## src/rtl/ram_loader_mar.sv

```systemverilog
// SAP-1 memory address register plus byte loader that fills the 16x8 program RAM.
// Optional LOADER_CHECKSUM_EN adds ld_checksum, a running sum of accepted loader bytes.
module ram_loader_mar #(
    parameter int ADDR_W = 4,
    parameter int DATA_W = 8
) (
    input  logic              clk,
    input  logic              rst,
    input  logic [DATA_W-1:0] bus_in,
    input  logic              MI,
    input  logic              RI,
    input  logic              prog_mode,
    input  logic              ld_valid,
    input  logic [DATA_W-1:0] ld_data,
    output logic              ld_ready,
    output logic              ld_done,
    output logic              run_en,
    output logic [ADDR_W-1:0] ram_adress,
    output logic [DATA_W-1:0] ram_data,
    output logic              ram_RW,
`ifdef LOADER_CHECKSUM_EN
    output logic [DATA_W-1:0] ld_checksum,
`endif
    output logic [1:0]        dbg_state_o
);

    localparam logic [1:0] ST_RUN   = 2'd0;
    localparam logic [1:0] ST_WAIT  = 2'd1;
    localparam logic [1:0] ST_WRITE = 2'd2;
    localparam logic [1:0] ST_DONE  = 2'd3;

    localparam logic [ADDR_W-1:0] CNT_LAST = {ADDR_W{1'b1}};
    localparam logic [ADDR_W-1:0] CNT_ONE  = {{(ADDR_W-1){1'b0}}, 1'b1};

    logic [1:0]        state_q, state_d;
    logic [ADDR_W-1:0] mar_q, mar_d;
    logic [ADDR_W-1:0] cnt_q, cnt_d;
    logic [DATA_W-1:0] byte_q, byte_d;
    logic              accept;

    // Handshake: a loader byte transfers on a rising edge where ld_valid and
    // ld_ready are both high; ld_data must be stable while ld_valid is high.
    // An abort (prog_mode low) in WAIT wins over a simultaneous transfer.
    assign accept = (state_q == ST_WAIT) && ld_valid && prog_mode;

    always_comb begin
        state_d = state_q;
        mar_d   = mar_q;
        cnt_d   = cnt_q;
        byte_d  = byte_q;
        case (state_q)
            ST_RUN: begin
                if (MI) begin
                    mar_d = bus_in[ADDR_W-1:0];
                end
                if (prog_mode) begin
                    state_d = ST_WAIT;
                    cnt_d   = '0;
                end
            end
            ST_WAIT: begin
                if (!prog_mode) begin
                    state_d = ST_RUN;
                    cnt_d   = '0;
                end else if (accept) begin
                    byte_d  = ld_data;
                    state_d = ST_WRITE;
                end
            end
            ST_WRITE: begin
                // The strobe for this cycle is already committed, so an abort
                // only prevents the next write.
                if (!prog_mode) begin
                    state_d = ST_RUN;
                    cnt_d   = '0;
                end else if (cnt_q == CNT_LAST) begin
                    state_d = ST_DONE;
                    cnt_d   = '0;
                end else begin
                    state_d = ST_WAIT;
                    cnt_d   = cnt_q + CNT_ONE;
                end
            end
            ST_DONE: begin
                if (!prog_mode) begin
                    state_d = ST_RUN;
                end
            end
            default: begin
                state_d = ST_RUN;
                cnt_d   = '0;
            end
        endcase
    end

    always_ff @(posedge clk or posedge rst) begin
        if (rst) begin
            state_q <= ST_RUN;
            mar_q   <= '0;
            cnt_q   <= '0;
            byte_q  <= '0;
        end else begin
            state_q <= state_d;
            mar_q   <= mar_d;
            cnt_q   <= cnt_d;
            byte_q  <= byte_d;
        end
    end

    always_comb begin
        ld_ready   = 1'b0;
        ld_done    = 1'b0;
        run_en     = 1'b0;
        ram_adress = cnt_q;
        ram_data   = byte_q;
        ram_RW     = 1'b1;
        case (state_q)
            ST_RUN: begin
                run_en     = 1'b1;
                ram_adress = mar_q;
                ram_data   = bus_in;
                ram_RW     = ~RI;
            end
            ST_WAIT:  ld_ready = 1'b1;
            ST_WRITE: ram_RW   = 1'b0;
            ST_DONE:  ld_done  = 1'b1;
            default: begin
                ld_ready = 1'b0;
            end
        endcase
    end

    assign dbg_state_o = state_q;

`ifdef LOADER_CHECKSUM_EN
    logic [DATA_W-1:0] chk_q, chk_d;

    always_comb begin
        chk_d = chk_q;
        if (state_q == ST_RUN && prog_mode) begin
            chk_d = '0;
        end else if (accept) begin
            chk_d = chk_q + ld_data;
        end
    end

    always_ff @(posedge clk or posedge rst) begin
        if (rst) begin
            chk_q <= '0;
        end else begin
            chk_q <= chk_d;
        end
    end

    assign ld_checksum = chk_q;
`endif

endmodule

```

## config.mk

```make
export PLATFORM = sky130hd
export DESIGN_NAME = ram_loader_mar
export DESIGN_NICKNAME = d
export VERILOG_FILES = /design/src/rtl/ram_loader_mar.sv
export SDC_FILE = /design/constraint.sdc
export NUM_CORES = 1
export LEC_CHECK = 0
export ABC_AREA = 1
export BUFFER_PORTS_ARGS = -buffer_cell sky130_fd_sc_hd__clkbuf_2
export CAP_MARGIN = 20
export CORE_MARGIN = 5
export CORE_UTILIZATION = 40
export DETAILED_ROUTE_END_ITERATION = 8
export PLACE_DENSITY = 0.68
export SYNTH_ARGS = -nofsm -noshare
export SYNTH_HDL_FRONTEND = slang
export SYNTH_SLANG_ARGS = --single-unit
```

## constraint.sdc

```tcl
create_clock -name clk -period 2.36 [get_ports clk]
set_input_delay 0.472 -clock clk [delete_from_list [all_inputs] [get_ports clk]]
set_output_delay 0.472 -clock clk [all_outputs]
set_load 0.1 [all_outputs]
```

* After elaboration in Yosys (flattened, before gate mapping)
Index checks and enable logic that the tools add are counted.
** Operators by class
- Add/subtract/negate cells :: 1
- Equality and inequality tests :: 8
- Mux-type cells :: 18
- Bitwise gates (word level) :: 1
- Reduce and logical (&&, ||, !) cells :: 8
** Operators with widths (number)
- $mux 4 :: 5
- $mux 2 :: 6
- $pmux 4 s3 :: 1
- $reduce_and 3->1 :: 3
- $mux 8 :: 1
- $pmux 2 s4 :: 1
- $ne 2x2->1 const B :: 3
- $add 4x1->4 const B :: 1
- $eq 2x2->1 const B :: 2
- $eq 4x4->1 const B :: 1
- $mux 1 :: 3
- $ne 3x3->1 const B :: 1
- $reduce_bool 3->1 :: 1
- $eq 2x1->1 const B :: 1
- $logic_and 1x1->1 :: 2
- $logic_not 2->1 :: 1
- $pmux 1 s2 :: 1
- $reduce_and 2->1 :: 1
- $not 1->1 :: 1
** Word-level totals
- Register bits :: 18
- Input port bits :: 22
- Output and inout port bits :: 18
- Word-level logic and storage cells :: 40

* Logic depth before layout (Yosys ltp)
- Word-level depth :: 6
- Mapped depth :: 6

* Least setup slack after synthesis
No wires, ideal clock.
- Kind :: register to output
- Start :: register state_q[1] (netlist: dbg_state_o[1])
- End :: output ram_adress[0]
- Data arrival time :: 3.443 ns
- Setup slack :: -1.555 ns
- Stages on the path, launching flop included :: 4
- Path through :: dfrtp_1 -> nor2_1 -> buf_4 -> o21ai_0
** On the way
- Word-level cells in the longest chain between the ends :: 2
** Ends and longest elaborated chain
- start: declaration :: RTL line 35 : logic [1:0] state_q, state_d;
- start signal: assignment :: RTL line 103 : state_q <= state_d;
- $logic_not 2->1 :: RTL line 117 : case (state_q)
- $mux 4 :: RTL line 117
- end: declaration :: RTL line 18 : output logic [ADDR_W-1:0] ram_adress,
No other way between the ends.

* Worst setup path after layout
- Start :: register state_q[1] (netlist: dbg_state_o[1])
- End :: output ram_data[3]
** On the way
- Word-level cells in the longest chain between the ends :: 2
** Ends and longest elaborated chain
- $logic_not 2->1 :: RTL line 117
- $mux 8 :: RTL line 117
- end: declaration :: RTL line 19 : output logic [DATA_W-1:0] ram_data,
No other way between the ends.

==> impl.org <==
** Outcome
- The flow ran to the end, and the final reports show no timing, DRC or antenna violations.

** Worst setup path
- Stages on the worst setup path :: 5
- In this run the critical register-to-register path is launched from dbg_state_o[1].
- Worst stage delay on the critical path :: 0.51 ns
- The worst register-to-register path has a depth of 6.
- The worst setup path is captured at a primary output.
- Highest-delay cell along the critical path :: dfrtp_2
- Type of origin of the critical path :: flop
- Endpoint of the lowest-slack register-to-register path :: cnt_q[0]
- The worst register-to-register path has a setup slack of 1.01 ns.
- In this design, the critical path's most frequently occurring cell is nor2_1.
- Crit path buf inv count :: 2
- In this run the worst path has a maximum fanout of 21.
- Data required time of the critical path :: 1.89 ns
- Traced cell by cell, the critical path runs through nor2_1 > buf_4 > nor2_1 > a21oi_4 > buf_12.
- Broken down by cell family, the worst path's largest delay share belongs to flip-flops.
- The worst setup path is of the reg2out kind.
- Following the worst setup path forward leads to its endpoint at ram_data[3].
- Arr. time, crit path :: 1.68 ns
- The most critical setup path has its startpoint at dbg_state_o[1].

** Clocking
- After clock tree synthesis, the clock-pin slew on the worst setup and hold paths is 0.12 ns.
- Buffer levels on the longest clock path :: 2
- Number of gates resized after cts :: 0
- Clk Latency, worst-skew pair :: 0.30 ns
- Buffer count from post-CTS setup fixing :: 0
- The clock drives 18 sinks.
- In this run the number of H-tree levels came out at 1.
- Clock buffer count from CTS :: 3
- In this run, post-CTS hold repair placed 0 buffers.
- The cell sitting at the root of the clock tree is a clkbuf_4.
- TritonCTS built the clock tree.

** Timing
- Setup violations remaining at the end of the flow were counted as 0.
- In this run the tightest slew margin relative to its limit is 0.5346.
- Fin. max-slew vios :: 0
- Setup repair after global routing left no endpoint under its margin.
- Number of failing hold endpoints at the final stage :: 0
- Fmax :: 464.2 MHz
- Fraction of the cycle the final worst path needs :: 0.9128
- Setup total negative slack on the finished layout was measured at 0 ns.
- Worst Max-Slew Pin Slew :: 0.6973 ns
- Final Critical Period :: 2.154 ns
- Clock skew after layout :: 0.005204 ns

** Global route
- Maximum number of pins on one net before global-route repair :: 22
- Initial antenna violation count :: 0
- Number of global-route vias before repair :: 1,034
- Remaining global-route overflow :: 0
- First-pass GRT wire length :: 4519 um
- For this run, the total global-route usage over all layers was measured as 0.1698.

** Pwr
- Switching share of power :: 0.4624
- Summed over all nets, the switching power comes to 0.5444 mW.
- The share of total power dissipated in the clock network is 0.169.
- The internal portion of the total power is 0.6328 mW.
- The share of total power dissipated in sequential elements is 0.325.
- Worst vdd rail ir drop :: 0.5555 mV
- After layout, the design draws a total of 1.177 mW.
- Static leakage :: 0.8096 nW
- Power spread over the standard cell area amounts to 800.0 nW/um^2.
- The share of total power dissipated in combinational logic is 0.506.

** Routing
- Average detailed-routed wire length per instance :: 12.37 um
- TritonRoute pass-1 iters :: 4
- The detailed router placed 983 vias in this run.
- DR DRC count :: 0
- Mean number of vias per cell :: 4.795
- Final routed wirelength across all metal layers :: 2535 um
- After the first detailed-routing iteration, the DRC count stood at 27.
- Final ANT Viol Nets :: 0

** Place
- Input and output buffers added on the ports amount to 39.
- Routability congestion estimate from global placement :: 0.7493
- Detailed placement finished with a half-perimeter wire length of 1995 um.

** Synthesis
- Netlist area before placement :: 968.4 um^2
- The number of nets handed over by synthesis was 160.
- Synth Register Bits :: 18
- Each instance of the synthesized netlist takes up on average 7.069 um^2.
- The Yosys step of the flow raised 0 warnings.
- Synth Area in Compound Gates :: 0.08786
- Synthesis produced a netlist whose cell count is 137.
- Combinational family with the most area after synthesis :: simple AND/OR/NAND/NOR gates
- Of the total synthesized cell area, the portion taken by AND, OR, NAND and NOR gates is 0.3605.
- The share of the Yosys chip area taken by registers is 0.4651.
- Of the post-synthesis cell area, the part taken by muxes is 0.
- The netlist uses 18 different library cells.
- Of the total synthesized cell area, the portion taken by XOR and XNOR cells is 0.
- Post-Synth Adder-Cell Area :: 0.01292

** Hold path
- The worst hold path belongs to the class in2async.

** Cells and area
- Net count reported at finish :: 201
- 0 antenna diodes ended up in the layout.
- In the final layout, the share of cells above drive strength 1 is 0.3729.
- The library cell used most frequently in the layout, excluding fill and tap cells, is nand2_1.
- Area delta synth->final :: 51.94%
- Most used cells in the layout excluding fill and tap cells :: nand2_1, clkbuf_2, dfrtp_1

** Die
- Placeable core area :: 2255 um^2
- Total die area :: 3505 um^2
- The die is 59.21 um wide.
- Die height :: 59.21 um
- 40 I/O pins were placed.
- The floorplan has 17 rows.
- Effective utilization at floorplan :: 0.4295

** Job
- The tool flagged a number of max-cap violations equal to 0.
[area by class of cell]
cell class | instances | area [um^2]
Inverter | 13 | 48.80
Sequential cell | 18 | 452.9
Timing Repair Buffer | 40 | 397.9
Clock buffer | 4 | 36.28
Multi-Input combinational cell | 102 | 500.5
Tap cell | 28 | 35.03
Fill cell | 213 | 783.3
[registers in the layout, indices dropped and copies added, names as in the netlist]
register	count
byte_q	8
mar_q	4
cnt_q	4
dbg_state_o	2
[cell usage after synthesis]
cell      instances  area share
dfrtp_1          18        0.47
nand3_1           6       0.031
nand3_2           1       0.010
o21ai_0          13       0.067
a21oi_1           2       0.010
nand4_1           1      0.0065
buf_2             2       0.010
inv_1            10       0.039
clkbuf_2          1      0.0052
nand2_1          68        0.26
or2_2             1      0.0065
nor3_4            1       0.017
nand2_2           1      0.0065
buf_4             1      0.0078
ha_1              1       0.013
inv_2             3       0.012
o21ai_1           2       0.010
nor2_1            5       0.019
[per-layer routing]
| metal | up-vias | GRT usage | share of wire |
|---|---|---|---|
| li1 | 503 | - | - |
| met1 | 447 | 0.2152 | 0.43 |
| met2 | 29 | 0.2808 | 0.50 |
| met3 | 4 | 0.03704 | 0.064 |
| met4 | 0 | 0.06149 | 0.0091 |
| met5 | - | 0 | 0 |
[power by group through the flow]
stage	Clock [mW]	Sequential, mW	Combinational, mW
after floorplan	0	0.391	0.395
after global placement	0	0.385	0.593
after detailed placement	0	0.387	0.599
after CTS	0.199	0.382	0.601
after global routing	0.214	0.388	0.626
final	0.199	0.382	0.596
[worst min path at each step]
| stage | from | to | slack [ns] | depth (start not counted) |
|---|---|---|---|---|
| after global placement | mar_q[0] | mar_q[0] | 0.46 | 2 |
| after global routing | rst | mar_q[2] | 0.33 | 2 |
| after floorplan | rst | byte_q[0] | 0.41 | 1 |
| after CTS | rst | mar_q[2] | 0.28 | 2 |
| after detailed placement | byte_q[7] | byte_q[7] | 0.46 | 2 |
| final | rst | mar_q[2] | 0.24 | 2 |
[stage by stage]
stage / setup slack (ns) / cells / instance area [um^2] / hold slack, ns / util
2_1_floorplan: 0.03561 / 137 / 1027 / 0.4104 / -
3_3_place_gp: 0.5817 / 201 / 1435 / 0.4561 / 0.6365
3_5_place_dp: 0.5476 / 201 / 1435 / 0.4625 / 0.6365
4_1_cts: 0.2063 / 205 / 1471 / 0.2752 / 0.6526
5_1_grt: 0.1126 / 205 / 1471 / 0.3268 / 0.6526
6_report: 0.2057 / 205 / 1471 / 0.2430 / 0.6526
[kinds of logic after synthesis]
family,Yosys count
flops,18
buf+inv,17
simple gates,84
compound gates,17
fa+ha+maj,1
Power figures use the tool's default switching activity.
